===== config.mk =====
export PLATFORM = sky130hd
export DESIGN_NAME = redux_loader
export DESIGN_NICKNAME = d
export VERILOG_FILES = /design/src/rtl/redux_pkg.sv /design/src/rtl/redux_loader_timer.sv /design/src/rtl/redux_loader.sv
export SDC_FILE = /design/constraint.sdc
export NUM_CORES = 1
export LEC_CHECK = 0
export CORE_ASPECT_RATIO = 0.5
export CORE_UTILIZATION = 57
export CTS_CLUSTER_DIAMETER = 40
export DETAILED_ROUTE_END_ITERATION = 6
export PLACE_DENSITY = 0.8
export RECOVER_POWER = 100
export SLEW_MARGIN = 10
export SYNTH_ARGS = -nofsm -noshare
export SYNTH_HDL_FRONTEND = slang
export SYNTH_SLANG_ARGS = --single-unit

===== constraint.sdc =====
create_clock -name clk -period 2.6 [get_ports clk]
set_input_delay 0.52 -clock clk [delete_from_list [all_inputs] [get_ports clk]]
set_output_delay 0.52 -clock clk [all_outputs]
set_load 0.01 [all_outputs]

===== src/rtl/redux_pkg.sv =====
// rtl/redux_pkg.sv - shared types and constants for the Redux core and its boot loader
package redux_pkg;

  typedef logic [7:0] byte_t;
  typedef logic [7:0] addr_t;

  localparam byte_t SYNC_BYTE_DEFAULT = 8'hA5;

  typedef enum logic [2:0] {
    IDLE,
    LEN,
    DATA,
    CSUM,
    DONE,
    ERR
  } loader_state_t;

endpackage


===== src/rtl/redux_loader_timer.sv =====
// rtl/redux_loader_timer.sv - inter-byte idle counter for the boot loader
module redux_loader_timer #(
  parameter int TIMEOUT = 255
) (
  input  logic clk,
  input  logic reset,
  input  logic clear,
  input  logic enable,
  output logic expired
);

  logic [15:0] count;

  always_ff @(posedge clk or posedge reset) begin
    if (reset) begin
      count <= '0;
    end else if (clear) begin
      count <= '0;
    end else if (enable) begin
      count <= count + 16'd1;
    end
  end

  // Fires on the idle edge that would bring the count up to TIMEOUT.
  assign expired = (TIMEOUT > 0) && enable && !clear && (count == 16'(TIMEOUT - 1));

endmodule


===== src/rtl/redux_loader.sv =====
// rtl/redux_loader.sv - framed byte-stream loader for the Redux instruction memory
module redux_loader
  import redux_pkg::*;
#(
  parameter addr_t START_ADDR = 8'h00,
  parameter byte_t SYNC_BYTE  = SYNC_BYTE_DEFAULT,
  parameter int    TIMEOUT    = 255
) (
  input  logic       clk,
  input  logic       reset,
  input  logic       in_valid,
  input  logic [7:0] in_data,
  output logic       in_ready,
  output logic       imem_we,
  output logic [7:0] imem_addr,
  output logic [7:0] imem_wdata,
  output logic       cpu_reset,
  output logic       done,
  output logic       error
);

  loader_state_t state, state_next;
  logic [8:0]    count;
  byte_t         acc;
  byte_t         csum_sum;
  addr_t         next_addr;
  logic          xfer;
  logic          active;
  logic          expired;

  assign xfer     = in_valid && in_ready;
  assign active   = state inside {LEN, DATA, CSUM};
  assign csum_sum = acc + in_data;

  redux_loader_timer #(.TIMEOUT(TIMEOUT)) u_timer (
    .clk     (clk),
    .reset   (reset),
    .clear   (xfer || !active),
    .enable  (active),
    .expired (expired)
  );

  always_ff @(posedge clk or posedge reset) begin
    if (reset) begin
      state <= IDLE;
    end else begin
      state <= state_next;
    end
  end

  always_comb begin
    state_next = state;
    in_ready   = (state != DONE);
    case (state)
      IDLE, ERR: begin
        if (xfer && in_data == SYNC_BYTE) state_next = LEN;
      end
      LEN: begin
        if (xfer)         state_next = DATA;
        else if (expired) state_next = ERR;
      end
      DATA: begin
        if (xfer && count == 9'd1) state_next = CSUM;
        else if (expired)          state_next = ERR;
      end
      CSUM: begin
        if (xfer)         state_next = (csum_sum == 8'h00) ? DONE : ERR;
        else if (expired) state_next = ERR;
      end
      default: state_next = state;
    endcase
  end

  // Payload bytes reach the memory port exactly one cycle after acceptance.
  always_ff @(posedge clk or posedge reset) begin
    if (reset) begin
      imem_we    <= 1'b0;
      imem_addr  <= START_ADDR;
      imem_wdata <= 8'h00;
      count      <= 9'd0;
      acc        <= 8'h00;
      next_addr  <= START_ADDR;
    end else begin
      imem_we <= 1'b0;
      if (xfer && state == LEN) begin
        count     <= (in_data == 8'h00) ? 9'd256 : {1'b0, in_data};
        acc       <= 8'h00;
        next_addr <= START_ADDR;
      end else if (xfer && state == DATA) begin
        imem_we    <= 1'b1;
        imem_addr  <= next_addr;
        imem_wdata <= in_data;
        acc        <= csum_sum;
        next_addr  <= next_addr + 8'd1;
        count      <= count - 9'd1;
      end
    end
  end

  assign done      = (state == DONE);
  assign error     = (state == ERR);
  assign cpu_reset = (state != DONE);

endmodule


==> results of run 1 <==
[stage by stage]
step,instance area (um^2),instances,total power (uW),hold slack (ns),setup slack (ns)
final,3720,408,3570,0.486,0.114
after global routing,3720,408,3780,0.511,0.0402
after CTS,3780,408,3670,0.499,0.0394
after detailed placement,3570,392,2720,0.484,-0.0695
after global placement,3570,392,2660,0.473,-0.0522
after floorplan,3170,291,2270,0.454,0.513
[cell usage in the layout (no fill, tap or decap), types with 2 or more instances in the layout]
master and count:
dfrtp_1 60, nor2_1 31, xor2_1 24, nand2_1 22, dlygate4sd3_1 22, o21ai_0 16, mux2_2 14, nand3_1 12
ha_1 12, nand4_1 10, xnor2_1 9, clkbuf_8 9, clkdlybuf4s50_1 9, buf_4 7, a21oi_1 6, nor3_1 6
inv_1 6, a22o_1 6, or3_1 4, o21ai_1 4, and3_1 3, nor4_1 3, mux2_1 3, clkinv_2 3
clkbuf_1 3, and4_4 2, a21o_1 2, and4b_1 2, nor2b_1 2, a41oi_1 2, clkinvlp_4 2, bufinv_16 2
clkbuf_2 2
[how the worst min path moves through the flow]
stage	endpoint	slack (ns)	cells past startpoint
after floorplan	acc[5]	0.45	2
after global placement	acc[5]	0.47	2
after detailed placement	imem_wdata[3]	0.48	1
after CTS	imem_wdata[3]	0.50	1
after global routing	imem_wdata[4]	0.51	1
final	imem_wdata[4]	0.49	1
[cell type report]
type | count | area [um^2] | area share (%)
inverter | 7 | 26.3 | 0.705
clock buffer | 9 | 124 | 3.33
clock inverter | 7 | 90.1 | 2.42
multi-input combinational | 211 | 1490 | 39.9
tap | 70 | 87.6 | 2.35
timing repair buffer | 43 | 384 | 10.3
sequential | 61 | 1530 | 41.0
[critical path, delay by kind of cell (launching register included)]
family,cells,cell delay [ns]
AND/OR/NAND/NOR,1,0.41
flip-flops,1,0.43
buffers and inverters,3,0.78
[per-layer routing]
layer | up-vias | wire, um | track usage (%)
met5 | - | 0 | 0
met4 | 0 | 91 | 11.6
met3 | 13 | 374 | 9.17
met2 | 62 | 3150 | 40.6
met1 | 1159 | 2980 | 29.9
li1 | 1114 | - | -
[cells in the mapped netlist (all sizes together), types with 2 or more instances]
| library cell | n |
|---|---|
| buf | 11 |
| nand2 | 22 |
| and3 | 3 |
| or3 | 4 |
| and4 | 2 |
| inv | 7 |
| ha | 12 |
| mux2 | 17 |
| nand3 | 12 |
| dfrtp | 61 |
| nor2 | 31 |
| a41oi | 2 |
| nor3 | 7 |
| xor2 | 24 |
| nor4 | 3 |
| and4b | 2 |
| nand4 | 11 |
| a21o | 2 |
| nor2b | 2 |
| o21ai | 20 |
| xnor2 | 9 |
| a22o | 6 |
| a21oi | 6 |
[where the power goes]
group	switching, uW	leakage [uW]	internal, uW	total [uW]
Combinational	636	0.000771	617	1250
Clock	383	0.000105	534	917
Sequential	203	0.000800	1200	1400
Total	1220	0.00168	2350	3570
[kinds of logic after synthesis]
| group | synth area share [%] |
|---|---|
| compound gates | 8.44 |
| xor+xnor | 9.11 |
| fa+ha+maj | 5.36 |
| buf+inv | 4.02 |
| flops | 48.1 |
| mux | 6.04 |
| simple gates | 18.9 |
[timing repair]
action                     CTS  global route
hold buffers                 0             0
resized for setup            0             1
hold endpoints to repair     0             0
setup endpoints to repair    0             1
[state kept, by name (all words and copies together), names as in the netlist]
register	cells
acc	8
count	9
imem_addr	8
imem_wdata	8
imem_we	1
next_addr	8
state	3
u_timer.count	16
==> metrics.cfg, run 1 <==
[synth]
synth_ff_type = dfrtp_1
synthDistinctLibCells = 49
syn-num-nets = 315
synthArstFlopShare_pct = 100
synthesis.area_um2 = 3170
netlist_top_cells_area = dfrtp_1 48%, xor2_1 6.6%, mux2_2 5.0%
yosys_register_bits = 61
yosysSeqAreaShare_pct = 48.1
synth_top_area_share_pct = 48.1
yosys.area.top_type = dfrtp_1
synth_cells = 291
synth_edf_count = 0
avgSynthCellArea_um2 = 10.9
yosys_warnings = 0

[timing]
finalHoldViolCount = 0
rsz0062_at_grt = false
tns_ns = 0
finalSetupViolCount = 0
fin_crit_sh_pct = 95.6
relSlewSlack_pct = 0.0948
tightest_slew_ns = 1.50
finClkSkew_ns = 0.00444
fmax_ghz = 0.402
drv_slew = 0
fin_crit_ns = 2.49

[clock_network]
clock_sinks = 61
root_buffer = clkbuf_8
clock_latency_ns = 0.34
cts_tree = yes
post_cts_buffers = 0
clk_pin_slew_ns = 0.07
cts_buffer_depth = 2
cts_inserted_buffers = 9
htreeDepth = 3

[worst_setup_path]
path_cells = inv_1 > or3_1 > inv_1 > dlygate4sd3_1
endpoint = done
crit_top_cell = inv_1
slowest_stage = dlygate4sd3_1
crit_arrival_ns = 1.97
crit_type = reg -> out
r2r_start = state[0]
startpoint = state[2]
regToRegEndpoint = next_addr[4]
max_stage_delay_ns = 0.60
rrSetupSlack_ns = 0.32
critPathLaunchType = register
cp.required_ns = 2.08
critPathMaxFanout = 8
endpoint_kind = output port
ff2ff_path_depth = 7

[drt]
drt-total-wl_mm = 6.59
antenna_left = 0
vias_per_cell = 5.75
drt-initial-drc-count = 159
drt_pre_antenna_iters = 4
vias = 2348
wire_per_inst_um = 16.1
drc = 0

[global_routing]
gr-total-overflow = 0
grt_pass1_vias = 2278
antenna_found_initial = 0
grtUsageTotal_pct = 24.8
grt_max_degree = 62
grt_first_pass_wirelength_mm = 10.6

[die]
initial_utilization_pct = 61.8
die_w_um = 107
io_pins = 32
dieArea_um2 = 5880
die_y_um = 54.7
rows = 18
core_area_um2 = 5130

[min_path]
min_path_type = reg -> reg
hold_path_startpoint = imem_wdata[4]

[place]
place_congestion = 0.899
post-dp-hpwl_mm = 4.47
portBuffers = 31

[final_layout]
drive_gt1_share_pct = 13.6
diodes = 0
final_util_pct = 72.5
synthToLayoutAreaGrowth_pct = 17.4
nets = 357
nFillCells = 371

[outcome]
violations = max-capacitance violations
outcome = finished, violations left

[power]
p_leak_uw = 0.00168
ir_worst_vdd_uv = 497
power_density_nw_per_um2 = 959

[run]
max-cap-violations = 1

Power figures use the tool's default switching activity.
==> inputs of run 2 (changes only) <==
- PLACE_DENSITY: 0.8 -> 0.85
==> run 2 against run 1 <==
- critical path type unchanged
- global-route usage grew 1.4 points
- the flow now finishes without violations
- die area is the same
- total power grew 2.1%
- setup slack lost 0.014 ns
- clock power grew 11%
- hold slack gained 0.0032 ns
- maximum frequency shrank 0.55%
- first-iteration DRC count grew 5.0%
- critical path depth shrank 1
- core utilization grew 0.54 points
- combinational power is essentially flat
- largest power group unchanged
==> metrics.cfg, run 2 (synthesized netlist as in run 1, its figures left out) <==
[power]
switchingPower_uw = 1200  ; -1.7%
ir_worst_vdd_uv = 508  ; +2.2%
p_leak_uw = 0.00169  ; +0.67%
seqPwrFrac_pct = 38.8  ; -0.5 points
finalPower_uw = 3650  ; +2.1%
p_int_uw = 2450  ; +4.1%
clock_power_share_pct = 27.8  ; +2.2 points
power_density_nw_per_um2 = 973  ; +1.4%
power_switching_share_pct = 32.9  ; -1.3 points
power_frac_comb_pct = 33.4  ; -1.7 points

[global_routing]
gr-total-overflow = 0  ; unchanged
grt_first_pass_wirelength_mm = 11.0  ; +3.6%
grtUsageTotal_pct = 26.1  ; +1.4 points
grt_max_degree = 62  ; unchanged
antenna_found_initial = 0  ; unchanged
grt_pass1_vias = 2298  ; +0.88%

[clock_network]
root_buffer = clkbuf_8
clock_latency_ns = 0.35  ; about the same
cts_inserted_buffers = 9  ; unchanged
cts_buffer_depth = 2  ; unchanged
cts_tree = yes
clk_pin_slew_ns = 0.07  ; about the same
htreeDepth = 3  ; unchanged
clock_sinks = 61  ; unchanged
hold_buffers = 0  ; unchanged

[timing]
drv_slew = 0  ; unchanged
fin_crit_sh_pct = 96.2  ; +0.53 points
tightest_slew_ns = 1.49  ; -0.0126 ns
whs_ns = 0.490  ; +0.00319 ns
finClkSkew_ns = 0.00389  ; -0.000549 ns
relSlewSlack_pct = 0.938  ; +0.84 points
finalHoldViolCount = 0  ; unchanged
rsz0062_at_grt = false
finalSetupViolCount = 0  ; unchanged
fmax_ghz = 0.400  ; -0.55%
tns_ns = 0  ; unchanged
fin_crit_ns = 2.50  ; +0.0138 ns

[final_layout]
multiInputGateArea_um2 = 1500  ; +0.93%
nFillCells = 354  ; -4.6%
reg.largest.list = u_timer.count: 16 flops, count: 9 flops
seq_area_um2 = 1530  ; unchanged
design_area_um2 = 3750  ; +0.74%
synthToLayoutAreaGrowth_pct = 18.3
largest_register = u_timer.count
drive_gt1_share_pct = 13.4  ; -0.18 points
nets = 354  ; -0.84%
largest_register_ffs = 16  ; unchanged
final_util_pct = 73.1  ; +0.54 points
final_common_cell = dfrtp_1
diodes = 0  ; unchanged
final_cell_mix = 60 x dfrtp_1, 30 x nor2_1, 24 x xor2_1

[place]
dpl_cell_area_um2 = 3550  ; -0.63%
place_congestion = 0.850  ; -5.5%
post-dp-hpwl_mm = 4.61  ; +3.1%
portBuffers = 31  ; unchanged

[worst_setup_path]
critPathLaunchType = register
ff2ff_path_depth = 7  ; unchanged
regToRegEndpoint = state[0]
slowest_stage = dlygate4sd3_1
endpoint_kind = output port
r2r_start = acc[0]
cp.required_ns = 2.08  ; about the same
path_buf_inv = 2  ; -1
rrSetupSlack_ns = 0.43  ; +0.11 ns
cp_top_family = buffers and inverters
path_cells = inv_1 > or3_1 > dlygate4sd3_1
critPathMaxFanout = 8  ; unchanged
crit_type = reg -> out
max_stage_delay_ns = 0.63  ; +0.03 ns
crit_arrival_ns = 1.98  ; about the same

[min_path]
hold_path_startpoint = acc[5]
hold_end = acc[5]
whs_path_depth = 2  ; +1
min_path_type = reg -> reg

[die]
rows = 18  ; unchanged
io_pins = 32  ; unchanged
initial_utilization_pct = 61.8  ; unchanged
die_w_um = 107  ; unchanged
die_y_um = 54.7  ; unchanged
dieArea_um2 = 5880  ; unchanged
core_area_um2 = 5130  ; unchanged

[run]
max-cap-violations = 0  ; -1

[drt]
drt-initial-drc-count = 167  ; +5.0%
wire_per_inst_um = 16.6  ; +2.7%
drc = 0  ; unchanged
drt-total-wl_mm = 6.72  ; +2.0%
drt_pre_antenna_iters = 4  ; unchanged
vias_per_cell = 5.80  ; +0.74%
antenna_left = 0  ; unchanged
vias = 2348  ; unchanged

[outcome]
outcome = completed

## run 2: changes by cell type in the layout (fill, tap and decap cells not counted), moves of 2 or more
| cell | delta |
|---|---|
| clkinv_2 | -2 |
| clkinvlp_4 | -2 |
| clkbuf_8 | +4 |
| o21ai_0 | +2 |
| o21ai_1 | -2 |
## run 2: area by class of cell
cell class                 count  area share [%]
sequential                    61            40.7
multi-input combinational    211            39.9
timing repair buffer          40            9.80
clock buffer                  13            4.77
tap                           70            2.33
clock inverter                 3            1.73
inverter                       7           0.700
## run 2: per-stage QoR
stage	worst slack [ns]	instances
CTS	0.0317	405
finish	0.0998	405
floorplan	0.513	291
detailed placement	-0.178	389
global placement	-0.0453	389
global route	0.0379	405
## run 2: repair_timing
| action | in CTS | in global routing |
|---|---|---|
| buffers inserted | 0 | 0 |
| endpoints found under the setup margin | 0 | 1 |
| resized for setup | 0 | 1 |
## run 2: how the worst max path moves through the flow
stage | startpoint | to | slack (ns) | depth (start not counted)
after floorplan | in_data[0] | state[0] | 0.51 | 7
after global placement | in_data[0] | state[0] | -0.05 | 8
after detailed placement | in_data[0] | state[0] | -0.18 | 8
after CTS | state[2] | done | 0.03 | 4
after global routing | state[2] | cpu_reset | 0.04 | 3
final | state[2] | cpu_reset | 0.1 | 3
## run 2: power groups by stage
stage               registers (uW)  logic, uW  clock network (uW)
floorplan                     1400        864                   0
global placement              1410       1210                   0
detailed placement            1430       1270                   0
CTS                           1420       1280                1030
global route                  1450       1350                1070
finish                        1420       1220                1020
## run 2: tightest hold or removal path: cells and delay by family (launching register included)
| family | cells | cell delay [ns] |
|---|---|---|
| flops | 1 | 0.35 |
| compound gates | 1 | 0.06 |
| simple gates | 1 | 0.05 |
## run 2: per-layer routing
metal | GRT usage, % | share of wire (%) | vias up
li1 | - | - | 1104
met1 | 31.0 | 42 | 1158
met2 | 44.6 | 49 | 76
met3 | 10.7 | 7.2 | 10
met4 | 8.45 | 1.2 | 0
met5 | 0 | 0 | -
